$ cat src/rtl/sct_stage_responder.sv
// Far-end responder for the stage-scan control interface: validates grants, runs per-stage busy
// intervals, returns a completion thermometer. Optional ARM watchdog enabled by SCT_RSP_TIMEOUT_EN.
//
// state | meaning
// IDLE  | waiting for start, all status clear
// ARM   | waiting for the grant of the next stage index
// RUN   | stage executing, busy counter running
// ACK   | one-cycle completion pulse
// WREL  | waiting for the controller to release the grant
// DONE  | all stages complete
// ERR   | illegal grant or watchdog expiry, err_code held

module sct_stage_responder #(
    parameter int STAGES      = 8,
    parameter int BUSY_CYCLES = 3,
    parameter int TIMEOUT     = 64
) (
    input  logic              clk,
    input  logic              rst_n,
    input  logic              start,
    input  logic              abort,
    input  logic              hold,
    input  logic [STAGES-1:0] grant,
    output logic [STAGES-1:0] done_flags,
    output logic              busy,
    output logic              ack,
    output logic              seq_done,
    output logic              err,
    output logic [1:0]        err_code
);

    localparam logic [2:0] S_IDLE = 3'd0;
    localparam logic [2:0] S_ARM  = 3'd1;
    localparam logic [2:0] S_RUN  = 3'd2;
    localparam logic [2:0] S_ACK  = 3'd3;
    localparam logic [2:0] S_WREL = 3'd4;
    localparam logic [2:0] S_DONE = 3'd5;
    localparam logic [2:0] S_ERR  = 3'd6;

    localparam logic [1:0] EC_NONE    = 2'b00;
    localparam logic [1:0] EC_ONEHOT  = 2'b01;
    localparam logic [1:0] EC_ORDER   = 2'b10;
    localparam logic [1:0] EC_TIMEOUT = 2'b11;

    localparam int CNT_W = $clog2(BUSY_CYCLES + 1);
    localparam int IDX_W = $clog2(STAGES + 1);

    logic [2:0]        state_q, state_d;
    logic [STAGES-1:0] flags_q, flags_d;
    logic [CNT_W-1:0]  cnt_q, cnt_d;
    logic              busy_q, busy_d;
    logic              ack_q, ack_d;
    logic              seq_done_q, seq_done_d;
    logic              err_q, err_d;
    logic [1:0]        err_code_q, err_code_d;

    logic [IDX_W-1:0]  next_idx;
    logic [STAGES-1:0] expect_grant;
    logic              grant_zero;
    logic              grant_onehot;
    logic              all_done;
    logic              wdog_expired;

    // Flags form a thermometer, so the population count is the index of the next stage.
    always_comb begin
        next_idx = '0;
        for (int i = 0; i < STAGES; i++) begin
            next_idx = next_idx + IDX_W'(flags_q[i]);
        end
    end

    assign expect_grant = STAGES'(1) << next_idx;
    assign grant_zero   = (grant == '0);
    assign grant_onehot = !grant_zero && ((grant & (grant - STAGES'(1))) == '0);
    assign all_done     = &flags_q;

`ifdef SCT_RSP_TIMEOUT_EN
    localparam int WD_W = $clog2(TIMEOUT + 1);

    logic [WD_W-1:0] wdog_q, wdog_d;

    always_comb begin
        wdog_d       = wdog_q;
        wdog_expired = 1'b0;
        if (state_q == S_ARM) begin
            if (grant_zero && !hold) begin
                wdog_expired = (wdog_q == WD_W'(TIMEOUT - 1));
                wdog_d       = wdog_q + WD_W'(1);
            end
        end else begin
            wdog_d = '0;
        end
        if (abort) begin
            wdog_d = '0;
        end
    end

    always_ff @(posedge clk or negedge rst_n) begin
        if (!rst_n) begin
            wdog_q <= '0;
        end else begin
            wdog_q <= wdog_d;
        end
    end
`else
    localparam int TIMEOUT_UNUSED = TIMEOUT;

    assign wdog_expired = 1'b0;
`endif

    always_comb begin
        state_d    = state_q;
        flags_d    = flags_q;
        cnt_d      = cnt_q;
        busy_d     = busy_q;
        ack_d      = 1'b0;
        seq_done_d = seq_done_q;
        err_d      = err_q;
        err_code_d = err_code_q;

        case (state_q)
            S_IDLE: begin
                if (start) begin
                    flags_d = '0;
                    state_d = S_ARM;
                end
            end
            S_ARM: begin
                if (!grant_zero) begin
                    if (!grant_onehot) begin
                        state_d    = S_ERR;
                        err_d      = 1'b1;
                        err_code_d = EC_ONEHOT;
                    end else if (grant != expect_grant) begin
                        state_d    = S_ERR;
                        err_d      = 1'b1;
                        err_code_d = EC_ORDER;
                    end else begin
                        state_d = S_RUN;
                        cnt_d   = CNT_W'(BUSY_CYCLES);
                        busy_d  = 1'b1;
                    end
                end else if (wdog_expired) begin
                    state_d    = S_ERR;
                    err_d      = 1'b1;
                    err_code_d = EC_TIMEOUT;
                end
            end
            S_RUN: begin
                // Stage is flagged on the same edge busy drops, so busy spans BUSY_CYCLES cycles.
                if (!hold) begin
                    if (cnt_q == CNT_W'(1)) begin
                        state_d = S_ACK;
                        flags_d = flags_q | expect_grant;
                        busy_d  = 1'b0;
                        ack_d   = 1'b1;
                        cnt_d   = '0;
                    end else begin
                        cnt_d = cnt_q - CNT_W'(1);
                    end
                end
            end
            S_ACK: begin
                if (all_done) begin
                    state_d    = S_DONE;
                    seq_done_d = 1'b1;
                end else begin
                    state_d = S_WREL;
                end
            end
            S_WREL: begin
                if (grant_zero) begin
                    state_d = S_ARM;
                end
            end
            S_DONE: begin
                if (start) begin
                    state_d    = S_ARM;
                    flags_d    = '0;
                    seq_done_d = 1'b0;
                end
            end
            S_ERR: begin
                if (start) begin
                    state_d    = S_ARM;
                    flags_d    = '0;
                    err_d      = 1'b0;
                    err_code_d = EC_NONE;
                end
            end
            default: begin
                state_d    = S_IDLE;
                flags_d    = '0;
                cnt_d      = '0;
                busy_d     = 1'b0;
                seq_done_d = 1'b0;
                err_d      = 1'b0;
                err_code_d = EC_NONE;
            end
        endcase

        if (abort) begin
            state_d    = S_IDLE;
            flags_d    = '0;
            cnt_d      = '0;
            busy_d     = 1'b0;
            ack_d      = 1'b0;
            seq_done_d = 1'b0;
            err_d      = 1'b0;
            err_code_d = EC_NONE;
        end
    end

    always_ff @(posedge clk or negedge rst_n) begin
        if (!rst_n) begin
            state_q    <= S_IDLE;
            flags_q    <= '0;
            cnt_q      <= '0;
            busy_q     <= 1'b0;
            ack_q      <= 1'b0;
            seq_done_q <= 1'b0;
            err_q      <= 1'b0;
            err_code_q <= EC_NONE;
        end else begin
            state_q    <= state_d;
            flags_q    <= flags_d;
            cnt_q      <= cnt_d;
            busy_q     <= busy_d;
            ack_q      <= ack_d;
            seq_done_q <= seq_done_d;
            err_q      <= err_d;
            err_code_q <= err_code_d;
        end
    end

    assign done_flags = flags_q;
    assign busy       = busy_q;
    assign ack        = ack_q;
    assign seq_done   = seq_done_q;
    assign err        = err_q;
    assign err_code   = err_code_q;

endmodule

$ cat config.mk
export PLATFORM = sky130hd
export DESIGN_NAME = sct_stage_responder
export DESIGN_NICKNAME = d
export VERILOG_FILES = /design/src/rtl/sct_stage_responder.sv
export SDC_FILE = /design/constraint.sdc
export NUM_CORES = 1
export LEC_CHECK = 0
export CAP_MARGIN = 20
export CORE_ASPECT_RATIO = 0.75
export CORE_UTILIZATION = 48
export DETAILED_ROUTE_END_ITERATION = 10
export HOLD_SLACK_MARGIN = 0.08
export PLACE_DENSITY = 0.8
export SLEW_MARGIN = 10
export SYNTH_ARGS = -nofsm -noshare
export SYNTH_HDL_FRONTEND = slang
export SYNTH_SLANG_ARGS = --single-unit
export TNS_END_PERCENT = 100
$ cat constraint.sdc
create_clock -name clk -period 4.2 [get_ports clk]
set_input_delay 0.84 -clock clk [delete_from_list [all_inputs] [get_ports clk]]
set_output_delay 0.84 -clock clk [all_outputs]
set_load 0.02 [all_outputs]
-- Word-level counts from Yosys, hierarchy flattened
Index checks and enable logic that the tools add are counted.
- input bits: 13
- word-level logic and storage cells: 108
- register bits after elaboration: 19
- output and inout bits: 14
- add/subtract/negate cells: 9
- bitwise operators: 2
- equal/unequal tests: 23
- shifts and indexed selects: 1
- multiplexer cells: 48
- reductions and logical operators: 17
- operator list (cell ; number):
    $mux W8 ; 4
    $ne A3 B3 Y1 const B ; 9
    $mux W3 ; 8
    $pmux W8 S3 ; 1
    $mux W2 ; 11
    $mux W1 ; 18
    $add A4 B1 Y4 ; 4
    $logic_not A8 Y1 ; 2
    $pmux W3 S5 ; 1
    $reduce_or A5 Y1 ; 3
    $pmux W2 S3 ; 2
    $reduce_and A5 Y1 ; 2
    $eq A3 B3 Y1 const B ; 3
    $pmux W1 S3 ; 3
    $and A8 B8 Y8 ; 1
    $ne A2 B1 Y1 const B ; 4
    $ne A8 B8 Y1 ; 1
    $or A8 B8 Y8 ; 1
    $reduce_and A4 Y1 ; 2
    $reduce_and A8 Y1 ; 1
    $shl A1 B4 Y8 const A ; 1
    $sub A8 B1 Y8 const B ; 1
    $eq A3 B2 Y1 const B ; 2
    $reduce_and A6 Y1 ; 1
    other kinds (13) ; 14

-- Logic depth before layout (Yosys ltp)
- depth in word-level cells: 14
- mapped depth: 15
- mapped depth without buffers: 14

-- Least setup slack after synthesis
OpenSTA, ideal clock, no wires.
- path type: flip-flop to flip-flop
- from: register flags_q[0] (netlist: done_flags[0])
- to: register err_q (netlist: err)
- path buffers: 0
- data arrival time: 4131 ps
- library setup time: 121 ps
- required time: 4079 ps
- path slack: -52 ps
- clock period less this slack: 4252 ps
- stages on the path, launching flop included: 15
- path through: dfrtp_1 > fa_1 > inv_1 > fa_1 > fa_1 > inv_1 > ha_1 > inv_1 > fa_1 > or4b_1 > a21oi_1 > a211oi_1 > nor4_4 > nand3_2 > a22o_1
- cells in the longest elaborated chain, start to end: 11
- RTL lines (element ; RTL line ; source):
    start, declared ; 49 ; logic [STAGES-1:0] flags_q, flags_d;
    start signal, assigned ; 226 ; flags_q <= flags_d;
    $add A1 B1 Y2 ; 68 ; next_idx = next_idx + IDX_W'(flags_q[i]);
    $add A2 B1 Y3 ; 68 ;
    $add A3 B1 Y4 ; 68 ;
    $add A4 B1 Y4 (4 in a row) ; 68 ;
    $shl A1 B4 Y8 ; 72 ; assign expect_grant = STAGES'(1) << next_idx;
    $ne A8 B8 Y1 ; 134 ; end else if (grant != expect_grant) begin
    $ne A4 B4 Y1 (no line) ; -- ;
    $reduce_and A4 Y1 (no line) ; -- ;
    end signal, assigned ; 231 ; err_q <= err_d;
    end, declared ; 54 ; logic err_q, err_d;
No other way between the ends.
A chain may end at the register's enable or synchronous reset.

-- Worst setup path in the final report
- from: register flags_q[1] (netlist: done_flags[1])
- to: register err_q (netlist: err)
The elaborated chain is that of the path after synthesis.

==> metrics.md <==
| Metric | Value |
|---|---|
| Status | finished with violations |
| Violated checks | negative setup slack |
| Area Overhead vs Synth | 27.9% |
| FILL cells | 293 |
| WP data arrival | 4.44 ns |
| Post-route clock period utilization | 1.02 |
| Hold Path Sink | busy |
| Post-layout min period | 4.30 ns |
| CP Class | reg -> reg |
| Final Setup Violations | 6 |
| Nets@finish | 260 |
| Peak supply drop | 271 uV |
| Post-synthesis mux area share | 0.0195 |
| Pwr Total | 910 uW |
| Die ar. | 3720 sq um |
| Largest net degree at the start of global routing | 20 |
| CTS root buffer | clkbuf_8 |
| Post-route ant nets | 0 |
| Flop-to-flop setup slack | -0.10 ns |
| Worst-Margin Slew | 0.911 ns |
| WL final | 4170 um |
| Clock Latency Late Sink | 0.26 ns |
| Mapped Area | 1670 sq um |
| RePlAce Congestion | 0.871 |
| Post-placement cell count | 269 |
| Mapped Avg Cell Area | 8.14 sq um |
| Global-route usage over all layers | 0.245 |
| Setup_tns | -0.288 ns |
| Top-area cell type share of the netlist area | 0.285 |
| CTS clk-pin slew, worst paths | 0.07 ns |
| Largest family of logic cells by synthesized area | simple AND/OR/NAND/NOR gates |
| CP Launch Type | flip-flop |
| Antenna cells | 0 |
| RR Endpoint | err |
| Die Y | 53.1 um |
| Drt wl/cell | 15.0 um |
| IO Pins | 27 |
| Initial DRC count | 107 |
| R2r startpoint | done_flags[1] |
| Required time of the critical path | 4.34 ns |
| Type of the most critical hold path | reg -> reg |
| EDFF count, synth | 0 |
| Hpwl dp | 3030 um |
| Yosys reg bits | 19 |
| Syn_nets | 227 |
| Hold Vio Cnt, Final | 0 |
| Vias per inst | 5.99 |
| Launch point of the worst hold path | busy |
| CTS Buffer Depth | 2 |
| Adder-cell share of the synthesized area | 0.0855 |
| Most frequent cells in the layout | nor2_1, clkdlybuf4s50_1, a21oi_1 |
| CTS Buf Count | 3 |
| Port bufs | 26 |
| Sequential fraction of the synthesis area | 0.285 |
| First-pass GRT wire length | 7070 um |
| Leakage | 0.000877 uW |
| Vias in the first global route | 1529 |
| Yosys top cell by area | dfrtp_1 |
| DRT Pass-1 Iters | 4 |
| Starting Density | 0.504 |
| Synth cell types | 58 |
| Post-Synth XOR/XNOR Area | 0.0158 |
| Initial antenna violation count | 0 |
| CTS sink cnt | 19 |
| FFs w/ async S/R, synth | 1.00 |
| Layout cells sized above 1 | 0.160 |
| P per Cell Area | 427 nW/um^2 |
| Max FO, Critical Path | 5 |
| Max-cap viol count | 0 |
| Max Freq | 232 MHz |
| Hold_buf cts | 0 |
| Total number of vias | 1659 |
| Worst slew margin | 0.391 |
| Setup Skew | 0.00571 ns |
| Most common cell after layout, fill and taps aside | nor2_1 |
| Synth top area cells | dfrtp_1, a21oi_1, nor2_1 |
| Post-Synth Simple-Gate Area | 0.273 |
| Final setup margin | -0.102 ns |
| Slew Viols, Final | 0 |
| # rows | 18 |
| CTS tree | done |
| H-tree Lvls | 1 |
| Grt ovf | 0 |
| Non-Filler Instances | 277 |
| Worst Setup End Kind | flip-flop |
| Core box area | 3310 sq um |
| Synth Area in Compound Gates | 0.251 |
| Number of cells on the worst reg-to-reg path | 14 |
| Mapped Cells | 205 |
| RSZ-0062 raised after global routing | yes |
| Drt drc | 0 |
| Ys Warns | 0 |
| Depth of the worst hold-timing path | 2 |
| CP startpoint | done_flags[1] |
| Width of the die | 70.1 um |
| Ys flop type | dfrtp_1 |
[report_power, final]
part	leakage [uW]	total (uW)	internal, uW	switching (uW)
sequential	0.000255	293	223	69.9
combinational	0.000599	485	215	270
clock	0.0000228	132	67.6	64.3
total	0.000877	910	506	404
[through the flow]
stage          instance area, sq um  utilization  worst slack, ns  hold slack [ns]
2_1_floorplan                  1670            -           0.0414            0.515
3_3_place_gp                   1990        0.601           0.0151            0.483
3_5_place_dp                   1990        0.601           -0.165            0.483
4_1_cts                        2100        0.634           -0.134            0.505
5_1_grt                        2130        0.644           -0.242            0.533
6_report                       2130        0.644           -0.102            0.511
[critical path, cell delays in order, from the launching register on]
cell      delay (ns)
dfrtp_2         0.43
fa_1            0.54
inv_1           0.05
fa_1            0.45
fa_1            0.49
inv_1           0.05
ha_2            0.17
inv_2           0.05
fa_2            0.47
or4b_4          0.55
a21oi_4         0.14
a211oi_2        0.07
nor4_4          0.37
nand3_4         0.14
a22o_1          0.23
[cell families after synthesis]
| kind of cell | count (synthesis) |
|---|---|
| simple gates | 79 |
| compound gates | 65 |
| buf+inv | 27 |
| flops | 19 |
| fa+ha+maj | 9 |
| xor+xnor | 3 |
| mux | 3 |
[cells in the mapped netlist, types with 2 or more instances]
cell type   n
nor2_1     27
a21oi_1    24
dfrtp_1    19
inv_1      16
nand2_1    10
o21ai_0     8
clkbuf_1    6
nand4_1     6
a31oi_1     5
ha_1        5
nor3_1      5
fa_1        4
nand3_1     4
a21boi_0    3
nand2b_1    3
o211a_1     3
o31ai_1     3
a22o_1      2
and2b_1     2
buf_4       2
mux2_2      2
nand3b_1    2
nand4bb_1   2
nor2b_1     2
nor4bb_1    2
o211ai_1    2
o22a_1      2
o22ai_1     2
or4b_2      2
xor2_1      2
[layer usage]
layer	global-route usage	part of all wire
met5	0	0
met4	0.0600	0.0053
met3	0.0533	0.055
met2	0.386	0.46
met1	0.344	0.48
[final cells by class]
cell class,count,area [sq um],share of cell area
well taps,40,50.0,0.0235
repair buffers,39,362,0.170
flip-flops and latches,19,478,0.224
multi-input cells,159,1140,0.534
clock buffers,4,45.0,0.0211
inverters,16,60.1,0.0282
[flip-flops by register name, summed over array words and instances, names as in the netlist]
name        flops
seq_done        1
err             1
cnt_q           2
err_code        2
done_flags      8
busy            1
ack             1
state_q         3
[repair_timing]
item	CTS	global route
resized for setup	11	6
pin swaps	10	6
endpoints found under the setup margin	7	7
setup buffers	3	1
[worst max-delay path by stage]
stage / end / cells past startpoint / slack [ns]
floorplan: err / 15 / 0.04
global placement: err / 14 / 0.02
detailed placement: err / 15 / -0.17
CTS: err / 14 / -0.13
global route: busy / 15 / -0.24
finish: err / 14 / -0.10
(Power assumes the default switching activity.)
